`config.mk`:
```
export PLATFORM = sky130hd
export DESIGN_NAME = store_m
export DESIGN_NICKNAME = d
export VERILOG_FILES = /design/src/rtl/tinyml_mem_pkg.sv /design/src/rtl/store_m_tile_serializer.sv /design/src/rtl/store_m.sv
export SDC_FILE = /design/constraint.sdc
export NUM_CORES = 1
export LEC_CHECK = 0
export BUFFER_PORTS_ARGS = -buffer_cell sky130_fd_sc_hd__buf_2
export CAP_MARGIN = 20
export CORE_MARGIN = 10
export CORE_UTILIZATION = 30
export DETAILED_ROUTE_END_ITERATION = 7
export HOLD_SLACK_MARGIN = 0.12
export PLACE_DENSITY_LB_ADDON = 0.08
export SLEW_MARGIN = 20
export SYNTH_ARGS = -nofsm -noshare
export SYNTH_HDL_FRONTEND = slang
export SYNTH_HIERARCHICAL = 1
export SYNTH_SLANG_ARGS = --single-unit
```
`constraint.sdc`:
```
create_clock -name clk -period 5.9 [get_ports clk]
set_input_delay 1.18 -clock clk [delete_from_list [all_inputs] [get_ports clk]]
set_output_delay 1.18 -clock clk [all_outputs]
set_load 0.02 [all_outputs]
```
`src/rtl/tinyml_mem_pkg.sv`:
```
// Shared definitions for the tinyml DRAM movers: address/length widths,
// the store FSM state type and the byte range test used by store_m.
package tinyml_mem_pkg;

  localparam int DRAM_ADDR_W = 24;
  localparam int LEN_W       = 20;

  typedef enum logic [1:0] {
    ST_IDLE      = 2'd0,
    ST_WAIT_TILE = 2'd1,
    ST_WRITING   = 2'd2,
    ST_DONE      = 2'd3
  } store_state_t;

  // A byte starting at bit (cnt + off) holds at least one payload bit when
  // that start lies below len; the extra bit keeps the sum from wrapping.
  function automatic logic bit_in_range(input logic [LEN_W-1:0] cnt,
                                        input logic [LEN_W-1:0] off,
                                        input logic [LEN_W-1:0] len);
    return ({1'b0, cnt} + {1'b0, off}) < {1'b0, len};
  endfunction

endpackage

```
`src/rtl/store_m_tile_serializer.sv`:
```
// Tile shift register for store_m: loads a tile in parallel and presents the
// next MSB-first byte, with the index of the byte currently on the write port.
module tile_serializer #(
  parameter  int TILE_WIDTH = 256,
  localparam int NUM_BYTES  = TILE_WIDTH / 8,
  localparam int IDX_W      = (NUM_BYTES > 1) ? $clog2(NUM_BYTES) : 1
) (
  input  logic                  clk,
  input  logic                  rst,
  input  logic                  load,
  input  logic                  shift,
  input  logic [TILE_WIDTH-1:0] tile,
  output logic [7:0]            next_byte,
  output logic [IDX_W-1:0]      idx,
  output logic                  last
);

  logic [TILE_WIDTH-1:0] sreg;

  // Byte 0 leaves straight from the tile input on the load cycle, so the
  // register only keeps the bytes still to be sent.
  always_ff @(posedge clk) begin
    if (rst) begin
      sreg <= '0;
      idx  <= '0;
    end else if (load) begin
      sreg <= tile << 8;
      idx  <= '0;
    end else if (shift) begin
      sreg <= sreg << 8;
      idx  <= idx + 1'b1;
    end
  end

  assign next_byte = sreg[TILE_WIDTH-1 -: 8];
  assign last      = (idx == IDX_W'(NUM_BYTES - 1));

endmodule

```
`src/rtl/store_m.sv`:
```
// Tile-to-DRAM byte writer: takes tiles, writes them MSB byte first to
// consecutive byte addresses. STORE_M_ZERO_PAD_EN pads the final tile with 8'h00.
//
// state        | meaning
// ST_IDLE      | waiting for valid_in; latches address and length
// ST_WAIT_TILE | tile_ready high, waiting for tile_valid
// ST_WRITING   | one byte per cycle for NUM_BYTES cycles
// ST_DONE      | raises valid_out next cycle, returns to idle
module store_m
  import tinyml_mem_pkg::*;
#(
  parameter int TILE_WIDTH = 256
) (
  input  logic                   clk,
  input  logic                   rst,
  input  logic                   valid_in,
  input  logic [DRAM_ADDR_W-1:0] dram_addr,
  input  logic [LEN_W-1:0]       length,
  input  logic [TILE_WIDTH-1:0]  tile_in,
  input  logic                   tile_valid,
  output logic                   tile_ready,
  output logic                   mem_we,
  output logic [DRAM_ADDR_W-1:0] mem_addr,
  output logic [7:0]             mem_wdata,
  output logic                   busy,
  output logic                   valid_out
);

  localparam int NUM_BYTES = TILE_WIDTH / 8;
  localparam int IDX_W     = (NUM_BYTES > 1) ? $clog2(NUM_BYTES) : 1;

  store_state_t           state;
  logic [DRAM_ADDR_W-1:0] addr_q;
  logic [LEN_W-1:0]       len_q;
  logic [LEN_W-1:0]       bit_cnt;

  logic [7:0]       ser_byte;
  logic [IDX_W-1:0] ser_idx;
  logic             ser_last;

  logic             hs;
  logic             emit;
  logic [7:0]       em_byte;
  logic [LEN_W-1:0] em_off;
  logic             in_rng;
  logic [LEN_W-1:0] new_cnt;

  assign tile_ready = (state == ST_WAIT_TILE);
  assign busy       = (state != ST_IDLE);
  assign hs         = tile_ready && tile_valid;

  tile_serializer #(.TILE_WIDTH(TILE_WIDTH)) u_ser (
    .clk       (clk),
    .rst       (rst),
    .load      (hs),
    .shift     (state == ST_WRITING),
    .tile      (tile_in),
    .next_byte (ser_byte),
    .idx       (ser_idx),
    .last      (ser_last)
  );

  // The write port is registered one byte ahead: byte 0 is launched on the
  // handshake edge and byte idx+1 while byte idx is on the bus.
  always_comb begin
    emit    = hs || ((state == ST_WRITING) && !ser_last);
    em_byte = hs ? tile_in[TILE_WIDTH-1 -: 8] : ser_byte;
    em_off  = hs ? '0 : ((LEN_W'(ser_idx) + LEN_W'(1)) << 3);
    in_rng  = bit_in_range(bit_cnt, em_off, len_q);
    new_cnt = bit_cnt + LEN_W'(TILE_WIDTH);
  end

  always_ff @(posedge clk) begin
    if (rst) begin
      state     <= ST_IDLE;
      addr_q    <= '0;
      len_q     <= '0;
      bit_cnt   <= '0;
      mem_we    <= 1'b0;
      mem_addr  <= '0;
      mem_wdata <= '0;
      valid_out <= 1'b0;
    end else begin
      mem_we    <= 1'b0;
      valid_out <= 1'b0;

      if (emit) begin
`ifdef STORE_M_ZERO_PAD_EN
        mem_we    <= 1'b1;
        mem_addr  <= addr_q;
        mem_wdata <= in_rng ? em_byte : 8'h00;
        addr_q    <= addr_q + DRAM_ADDR_W'(1);
`else
        if (in_rng) begin
          mem_we    <= 1'b1;
          mem_addr  <= addr_q;
          mem_wdata <= em_byte;
          addr_q    <= addr_q + DRAM_ADDR_W'(1);
        end
`endif
      end

      case (state)
        ST_IDLE: begin
          if (valid_in) begin
            addr_q  <= dram_addr;
            len_q   <= length;
            bit_cnt <= '0;
            state   <= (length == '0) ? ST_DONE : ST_WAIT_TILE;
          end
        end
        ST_WAIT_TILE: begin
          if (tile_valid) state <= ST_WRITING;
        end
        ST_WRITING: begin
          if (ser_last) begin
            bit_cnt <= new_cnt;
            state   <= (new_cnt < len_q) ? ST_WAIT_TILE : ST_DONE;
          end
        end
        ST_DONE: begin
          valid_out <= 1'b1;
          state     <= ST_IDLE;
        end
        default: state <= ST_IDLE;
      endcase
    end
  end

endmodule
```
==> results of run 1 <==
## worst paths after layout
path                                  start          end  slack (ps)  cells past startpoint
worst min register to register  mem_addr[6]  mem_addr[6]         450                      2
worst max-delay path             tile_valid   addr_q[12]         940                     15
worst min-delay path            mem_addr[6]  mem_addr[6]         450                      2
worst max register to register     state[1]   addr_q[12]        1140                     14
## sequential cells by signal, summed over array words and instances (netlist names)
register / count
mem_wdata: 8
mem_we: 1
addr_q: 24
mem_addr: 24
len_q: 20
u_ser/sreg: 248
state: 2
valid_out: 1
bit_cnt: 12
u_ser/idx: 5
## routing by layer
layer	vias up	wire, µm	share of wire [%]	global-route usage, %
met2	301	25800	47	26.4
met1	6377	25200	46	20.5
met4	14	1340	2.4	4.82
li1	6956	-	-	-
met5	-	106	0.19	0
met3	92	2850	5.2	3.96
## stage by stage
step	hold slack, ps	instances
after floorplan	436	1798
after global placement	442	2737
after detailed placement	445	2737
after CTS	452	2808
after global routing	478	2809
final	450	2812
## worst register-to-register path, stage by stage, from the launching register on
cell      delay (ps)
dfxtp_1          470
and3b_4          310
nor3_1           210
ha_1             250
nand4_1          240
nor3_2           480
nand3_1          160
xnor2_1          150
ha_1             320
a21oi_1          260
o211ai_4         130
a221oi_4         260
nand4_2          460
or4_1            660
a311oi_1         290
## kinds of logic (layout without fill, tap and decap cells)
family | after synthesis | in the layout
AND/OR/NAND/NOR | 554 | 554
AO/OA/AOI/OAI | 392 | 392
flip-flops | 345 | 345
multiplexers | 257 | 257
buffers and inverters | 188 | 451
adder cells (fa/ha/maj) | 35 | 35
XOR/XNOR | 27 | 27
other | 0 | 3
## cell type report
type | count | area [µm²]
Inverter | 26 | 105
Multi-Input combinational cell | 1265 | 9070
Clock buffer | 60 | 1220
Clock inverter | 11 | 131
Antenna cell | 3 | 7.51
Timing Repair Buffer | 354 | 1890
Tap cell | 748 | 936
Fill cell | 5743 | 34900
Sequential cell | 345 | 6910
## cell usage in the layout, fill, tap and decap left out, types with 10 or more instances in the layout
| cell type | n |
|---|---|
| nor2_1 | 62 |
| inv_1 | 25 |
| a311oi_1 | 16 |
| dfxtp_1 | 345 |
| and3_1 | 10 |
| buf_2 | 338 |
| a211oi_1 | 251 |
| o21ai_0 | 22 |
| ha_1 | 35 |
| nor2b_1 | 244 |
| clkbuf_16 | 44 |
| nand3_1 | 16 |
| xnor2_1 | 16 |
| xor2_1 | 11 |
| buf_4 | 10 |
| mux2i_1 | 256 |
| nand2_1 | 131 |
| clkbuf_1 | 10 |
| or3_1 | 11 |
| a21oi_1 | 72 |
| nand4_1 | 15 |
## report_power, final
part | total (mW) | internal (mW) | leakage, nW | switching [mW]
Clock | 2.59 | 1.53 | 0.665 | 1.06
Sequential | 2.66 | 2.52 | 2.81 | 0.138
Combinational | 0.949 | 0.417 | 3.90 | 0.532
Total | 6.19 | 4.46 | 7.38 | 1.73
==> out/results.txt, run 1 <==
status: finished clean
ys async rst share: 0%
worst-path fanout max: 21
global-route wire length before repair: 85200 µm
post-synth top area share: 41.1%
Syn Nets: 2137
WL/cell: 19.6 µm
count leader, synth: dfxtp_1
final setup fails: 0
post-CTS setup buffer count: 0
post-route cell area: 20300 µm²
row cnt: 86
yosys warns: 6
antenna-violating nets left: 0
port buffer count: 339
htree depth: 2
Post-Syn Instances: 1798
leak pwr: 7.38 nW
number of synthesized flops with an enable pin: 0
# nets final: 2375
share of layout cells above drive strength 1: 21.1%
Starting DRT DRC Count: 685
slew of the pin with the lowest slew margin: 1100 ps
max-cap violations: 0
CTS Sinks: 345
mux share of post-synthesis cell area: 15.3%
Setup CP Type: in -> reg
post_cts resized: 0
GRT Total Usage: 16.1%
library cells used by synthesis: 55
vias after detailed routing: 13700
cell area after synthesis: 16800 µm²
Final Util: 36.7%
Worst EP arrival: 5410 ps
area grow syn2layout: 20.8%
chip height: 257 µm
largest family of logic cells by synthesized area: simple AND/OR/NAND/NOR gates
largest net degree at the start of global routing: 269
CP Data Required Time: 6360 ps
TritonCTS clock tree: yes
Synth area leader: dfxtp_1
IO Pins: 340
initial antenna violation count: 15
slowest stage delay, CP: 650 ps
compound-gate portion of the synthesized area: 16.5%
Commonest cells post-synth: dfxtp_1 (345), mux2i_1 (256), a211oi_1 (251)
crit share post-route: 84.0%
adder-cell share of the synthesized area: 2.61%
CTS buffer count: 44
CP dominant cell by count: ha_1
hold_buf cts: 0
total die area: 65800 µm²
vias in the first global route: 14400
Critical Path Slowest Stage Cell: or4_1
GR Overflow Total: 0
VDD IR max: 0.000199 V
Setup TNS: 0 ps
core area: 55200 µm²
Hold Crit Class: reg -> reg
Synth Area per Inst: 9.34 µm²
Max-slew headroom: 26.7%
max-slew violations: 0
Clock Path Buffers: 3
gpl congestion: 0.851
Synth area leaders: dfxtp_1 (41%), mux2i_1 (15%), a211oi_1 (11%), nor2b_1 (9.1%), nand2_1 (2.9%)
Max Clk Rate: 0.202 GHz
Placement Setup Slack: 364 ps
overall power: 6.19 mW
worst path buffer plus inverter count: 1
Clock Tree Root: clkbuf_16
Critical Path Source Type: primary input
Post-Synth XOR/XNOR Area: 1.41%
final wirelength: 55200 µm
final worst slack: 945 ps
post-synthesis simple-gate area fraction: 18.1%
crit-path leading delay family: simple AND/OR/NAND/NOR gates
Clock Pin Slew Worst Setup and Hold Paths: 60 ps
Residual DRC: 0
unrepaired setup endpoints after global routing: false
FF+latch count, synth: 345
cell area power density: 306 nW/µm²
Final Hold Violating Endpoints: 0
clock skew: 13.6 ps
router iterations before antenna repair: 4
Crit. End Element: flip-flop
Synth Flop Type: dfxtp_1
sequential area share after synthesis: 41.1%
Die X: 257 µm
min cycle time layout: 4960 ps
Vias/cell: 4.89
clock latency on the worst-skew pair: 570 ps
Placed Instance Area: 18900 µm²
DP HPWL: 38100 µm
critical-path cell list: buf_2, and3b_4, nor3_1, ha_1, nand4_1, nor3_2, nand3_1, xnor2_1, ha_1, a21oi_1, o211ai_4, a221oi_4, nand4_2, or4_1, a311oi_1
Initial Utilization: 30.4%
(Power assumes the default switching activity.)
==> run 2: changes to the inputs <==
- clock period: 5.9 -> 4 ns (I/O delays scaled with it)
==> run 2 against run 1 <==
Compared with the run above:
- clock power grew 45%
- via count grew 1.3%
- final cell count grew 1.4%
- flip-flop and latch count is the same
- clock-buffer cell count is the same
- critical endpoint is now addr_q[14]
==> out/results.txt, run 2 (synthesized netlist as in run 1, its figures left out) <==
clock skew: 16.1 ps (+2.51 ps)
htree depth: 2 (unchanged)
antenna-violating nets left: 0 (unchanged)
GR Overflow Total: 0 (unchanged)
VDD IR max: 0.000270 V (+35%)
status: finished clean
FF/Latch Area: 6910 µm² (+0.11%)
Hold Path End: mem_addr[8]
leak pwr: 7.64 nW (+3.5%)
hold_sp: mem_addr[8]
area grow syn2layout: 23.5%
max-slew violations: 0 (unchanged)
CTS Sinks: 345 (unchanged)
Multi-input gate area: 9140 µm² (+0.68%)
critical-path cell list: nand3_1, nor3_2, ha_2, nand4_1, nor3_4, buf_4, buf_4, xor2_1, ha_1, nand3_2, inv_1, a221oi_4, nand4_2, buf_4, or4_1, a311oi_1
Vias/cell: 4.88 (about the same)
most frequent cells in the layout: dfxtp_1 (341), buf_2 (338), mux2i_1 (256)
Worst EP arrival: 4200 ps (-1210 ps)
Most flops, register: u_ser/sreg
GRT Total Usage: 16.2% (+0.062 points)
gpl congestion: 0.781 (-8.3%)
Largest register FFs: 248 (unchanged)
Placed Instance Area: 19300 µm² (+2.3%)
final setup fails: 0 (unchanged)
CTS buffer count: 43 (-2.3%)
row cnt: 86 (unchanged)
Max-slew headroom: 32.4% (+5.7 points)
crit share post-route: 93.5%
vias after detailed routing: 13900 (+1.3%)
Setup CP Type: reg -> reg
unrepaired setup endpoints after global routing: false
post-route cell area: 20700 µm² (+2.2%)
hold slack: 454 ps (+4.66 ps)
initial antenna violation count: 11 (-4)
share of layout cells above drive strength 1: 23.2% (+2.1 points)
# nets final: 2413 (+1.6%)
reg2reg setup slack: 260 ps (-880 ps)
Residual DRC: 0 (unchanged)
IO Pins: 340 (unchanged)
Max Clk Rate: 0.267 GHz
Die X: 257 µm (unchanged)
cell area power density: 443 nW/µm² (+45%)
crit-path leading delay family: simple AND/OR/NAND/NOR gates
DP HPWL: 39400 µm (+3.4%)
vias in the first global route: 14500 (+0.74%)
Clock Pin Slew Worst Setup and Hold Paths: 60 ps (about the same)
total die area: 65800 µm² (unchanged)
slowest stage delay, CP: 460 ps (-190 ps)
Critical Path Slowest Stage Cell: or4_1
Initial Utilization: 30.4% (unchanged)
fillers: 5728 (-0.26%)
clock latency on the worst-skew pair: 580 ps (about the same)
CP Data Required Time: 4460 ps (-1900 ps)
router iterations before antenna repair: 6 (+2)
global-route wire length before repair: 85800 µm (+0.60%)
slew of the pin with the lowest slew margin: 1010 ps (-88.6 ps)
Hold Crit Class: reg -> reg
RR Startpoint: u_ser/idx[1]
r2r worst-path depth: 16 (+2)
hold_buf cts: 0 (unchanged)
min cycle time layout: 3740 ps
Top Registers: u_ser/sreg x248, addr_q x24, mem_addr x24
WL/cell: 19.5 µm (-0.76%)
final wirelength: 55600 µm (+0.61%)
worst path buffer plus inverter count: 4 (+3)
r2r endpoint: addr_q[14]
worst-path fanout max: 15 (-29%)
hold path depth: 2 (unchanged)
Critical Path Source Type: flip-flop
Final Hold Violating Endpoints: 0 (unchanged)
Crit. End Element: flip-flop
commonest non-fill, non-tap cell in the layout: dfxtp_1
largest net degree at the start of global routing: 254 (-5.6%)
Starting DRT DRC Count: 530 (-23%)
TritonCTS clock tree: yes
max-cap violations: 0 (unchanged)
Clock Path Buffers: 3 (unchanged)
Clock Tree Root: clkbuf_16
core area: 55200 µm² (unchanged)
overall power: 9.18 mW (+48%)
chip height: 257 µm (unchanged)
CP dominant cell by count: buf_4
port buffer count: 339 (unchanged)
==> run 2: cell types whose count changed in the layout (fill, tap and decap cells not counted), moves of 3 or more <==
cell,before,now
buf_12,4,14
buf_4,10,40
dfxtp_1,345,341
dfxtp_2,0,3
==> run 2: repair_timing <==
item	CTS	global route
setup endpoints to repair	0	16
buffers inserted	0	2
hold endpoints to repair	0	0
resized for setup	0	9
==> run 2: worst register-to-register path, stage by stage, from the launching register on <==
cell,delay [ps]
dfxtp_4,380
nand3_1,90
nor3_2,200
ha_2,230
nand4_1,240
nor3_4,280
buf_4,130
buf_4,120
xor2_1,140
ha_1,260
nand3_2,100
inv_1,80
a221oi_4,320
nand4_2,100
buf_4,200
or4_1,470
a311oi_1,300
==> run 2: through the flow <==
step                cells  utilization (%)  setup slack, ps  TNS, ps
finish               2851             37.5              260        0
CTS                  2848             37.4              134        0
global placement     2775             35.0             -197    -3660
global route         2850             37.5             15.6        0
floorplan            1798                -             -175    -3660
detailed placement   2775             35.0             -302    -7450
==> run 2: how the worst max path moves through the flow <==
stage	start	to	cells past startpoint
after floorplan	tile_valid	addr_q[18]	17
after global placement	tile_valid	addr_q[14]	16
after detailed placement	tile_valid	addr_q[14]	16
after CTS	u_ser/idx[1]	addr_q[14]	15
after global routing	u_ser/idx[1]	addr_q[6]	17
final	u_ser/idx[1]	addr_q[14]	16
==> run 2: report_power, final <==
group / total, mW / switching (mW) / internal (mW)
Combinational: 1.50 / 0.810 / 0.686
Clock: 3.76 / 1.55 / 2.22
Sequential: 3.91 / 0.199 / 3.72
==> run 2: per-layer routing <==
metal | track usage, % | part of all wire, %
met1 | 20.3 | 46
met4 | 4.57 | 2.1
met5 | 0 | 0.14
met2 | 27.2 | 47
met3 | 3.65 | 4.8
==> run 2: cell type report <==
cell class / count / share of cell area, %
timing repair buffer: 393 / 11.0
sequential: 345 / 33.4
multi-input combinational: 1265 / 44.1
clock buffer: 60 / 5.79
antenna: 1 / 0.0121
inverter: 26 / 0.507
tap: 748 / 4.52
clock inverter: 13 / 0.706
==> run 3: changes to the inputs <==
- PLACE_DENSITY: default -> 0.59
- PLACE_DENSITY_LB_ADDON: 0.08 -> default
==> run 3 against run 2 <==
Compared with the run above:
- clock skew is 16 ps higher
- non-clock buffer count fell by 10
- die area did not move
- fmax grew 0.78%
- first-iteration DRC count up 25%
- clock-buffer cell count decreased by 1
- largest cell class unchanged
- register-to-register slack better by 30 ps
- final area down 0.13%
- critical path depth is 1 lower
==> out/results.txt, run 3 (synthesized netlist as in run 1, its figures left out) <==
CTS Sinks: 345 (unchanged)
Vias/cell: 4.93 (+0.97%)
status: finished clean
share of power burned in registers: 42.1% (-0.6 points)
antenna-violating nets left: 0 (unchanged)
slew of the pin with the lowest slew margin: 825 ps (-186 ps)
IO Pins: 340 (unchanged)
Worst EP arrival: 4190 ps (about the same)
Final Hold Violating Endpoints: 0 (unchanged)
Clock Tree Root: clkbuf_16
Setup TNS: 0 ps (unchanged)
cell area power density: 450 nW/µm² (+1.6%)
WL/cell: 18.6 µm (-4.7%)
port buffer count: 339 (unchanged)
Initial Utilization: 30.4% (unchanged)
max-cap violations: 0 (unchanged)
most frequent cells in the layout: dfxtp_1 (341), buf_2 (338), mux2i_1 (256)
non-filler cells, final: 2843 (-0.28%)
clock latency on the worst-skew pair: 590 ps (about the same)
VDD IR max: 0.000246 V (-8.7%)
post-route cell area: 20700 µm² (-0.13%)
CTS buffer count: 42 (-2.3%)
Die X: 257 µm (unchanged)
chip height: 257 µm (unchanged)
Top Registers: u_ser/sreg x248, addr_q x24, mem_addr x24
final worst slack: 289 ps (+28.8 ps)
Clock Pin Slew Worst Setup and Hold Paths: 60 ps (about the same)
total net switching power: 2.56 mW (about the same)
P_int: 6.75 mW (+2.0%)
Crit. End Element: flip-flop
largest net degree at the start of global routing: 136 (-46%)
unrepaired setup endpoints after global routing: false
max-slew violations: 0 (unchanged)
Placement Setup Slack: -196 ps (+106 ps)
final wirelength: 52800 µm (-4.9%)
initial antenna violation count: 13 (+2)
GR Overflow Total: 0 (unchanged)
Max Clk Rate: 0.269 GHz (+0.78%)
Placed Instance Area: 19200 µm² (-0.51%)
htree depth: 2 (unchanged)
GRT Total Usage: 15.4% (-0.74 points)
Comb power frac: 15.7% (-0.6 points)
Hold Crit Class: reg -> reg
Most flops, register: u_ser/sreg
share of layout cells above drive strength 1: 22.8% (-0.37 points)
sw frac: 27.5% (-0.39 points)
area grow syn2layout: 23.3%
row cnt: 86 (unchanged)
commonest non-fill, non-tap cell in the layout: dfxtp_1
hold slack: 460 ps (+5.98 ps)
final setup fails: 0 (unchanged)
crit share post-route: 92.8% (-0.72 points)
clock skew: 32.2 ps (+16.1 ps)
Critical Path Source Type: flip-flop
# placed instances: 2767 (-0.29%)
post-CTS setup buffer count: 0 (unchanged)
Residual DRC: 0 (unchanged)
DP HPWL: 37900 µm (-3.9%)
Final Util: 37.5% (-0.050 points)
worst-path fanout max: 16 (+1)
# nets final: 2402 (-0.46%)
min cycle time layout: 3710 ps (-28.8 ps)
Setup CP Type: reg -> reg
overall power: 9.31 mW (+1.5%)
global-route wire length before repair: 82700 µm (-3.6%)
gpl congestion: 0.903 (+16%)
core area: 55200 µm² (unchanged)
vias in the first global route: 14500 (+0.41%)
CP Data Required Time: 4480 ps (+20 ps)
Starting DRT DRC Count: 661 (+25%)
Clk pwr share: 42.2% (+1.2 points)
vias after detailed routing: 14000 (+0.68%)
total die area: 65800 µm² (unchanged)
leak pwr: 7.61 nW (-0.37%)
Max-slew headroom: 44.9% (+13 points)
Clock Path Buffers: 3 (unchanged)
Largest register FFs: 248 (unchanged)
router iterations before antenna repair: 5 (-1)
TritonCTS clock tree: yes
## run 3: timing repair
| item | 4_1_cts | 5_1_grt |
|---|---|---|
| hold buffers | 0 | 0 |
| setup endpoints to repair | 0 | 3 |
| gates resized for setup | 0 | 8 |
## run 3: final timing paths
kind	from	to	slack (ps)	cells past startpoint
setup / recovery	state[1]	addr_q[14]	290	15
hold / removal	mem_addr[22]	mem_addr[22]	460	2
setup reg to reg	state[1]	addr_q[14]	290	15
hold reg to reg	mem_addr[22]	mem_addr[22]	460	2
## run 3: power groups by stage
stage / logic, mW / registers [mW] / clock network, mW
global placement: 1.43 / 3.99 / 0
global route: 1.60 / 3.96 / 4.19
detailed placement: 1.46 / 4.00 / 0
CTS: 1.47 / 3.93 / 4.05
finish: 1.46 / 3.92 / 3.93
floorplan: 0.976 / 3.94 / 0
## run 3: per-layer routing
layer  global-route usage, %  wire length [µm]  vias to the layer above
li1                        -                 -                     7011
met1                    19.4             24000                     6604
met2                    25.6             24800                      311
met3                    3.79              2780                       79
met4                    4.68              1230                        8
met5                       0                55                        -
## run 3: area by class of cell
class / count / area (µm²)
repair buffers: 383 / 2180
clock buffers: 59 / 1210
diodes: 3 / 7.51
well taps: 748 / 936
multi-input cells: 1265 / 9130
fillers: 5628 / 34500
clock inverters: 14 / 226
inverters: 26 / 105
flip-flops and latches: 345 / 6910
## run 3: worst max-delay path, stage by stage (launching register included)
cell      delay [ps]
dfxtp_1          340
and3b_4          220
nor3_2           110
ha_2             200
nand4_1          240
nor3_4           270
nand3_1          110
xnor2_1          150
ha_1             340
a21oi_2          210
o211ai_4         110
a221oi_4         260
nand4_2          100
buf_4            200
or4_1            470
a311oi_1         280
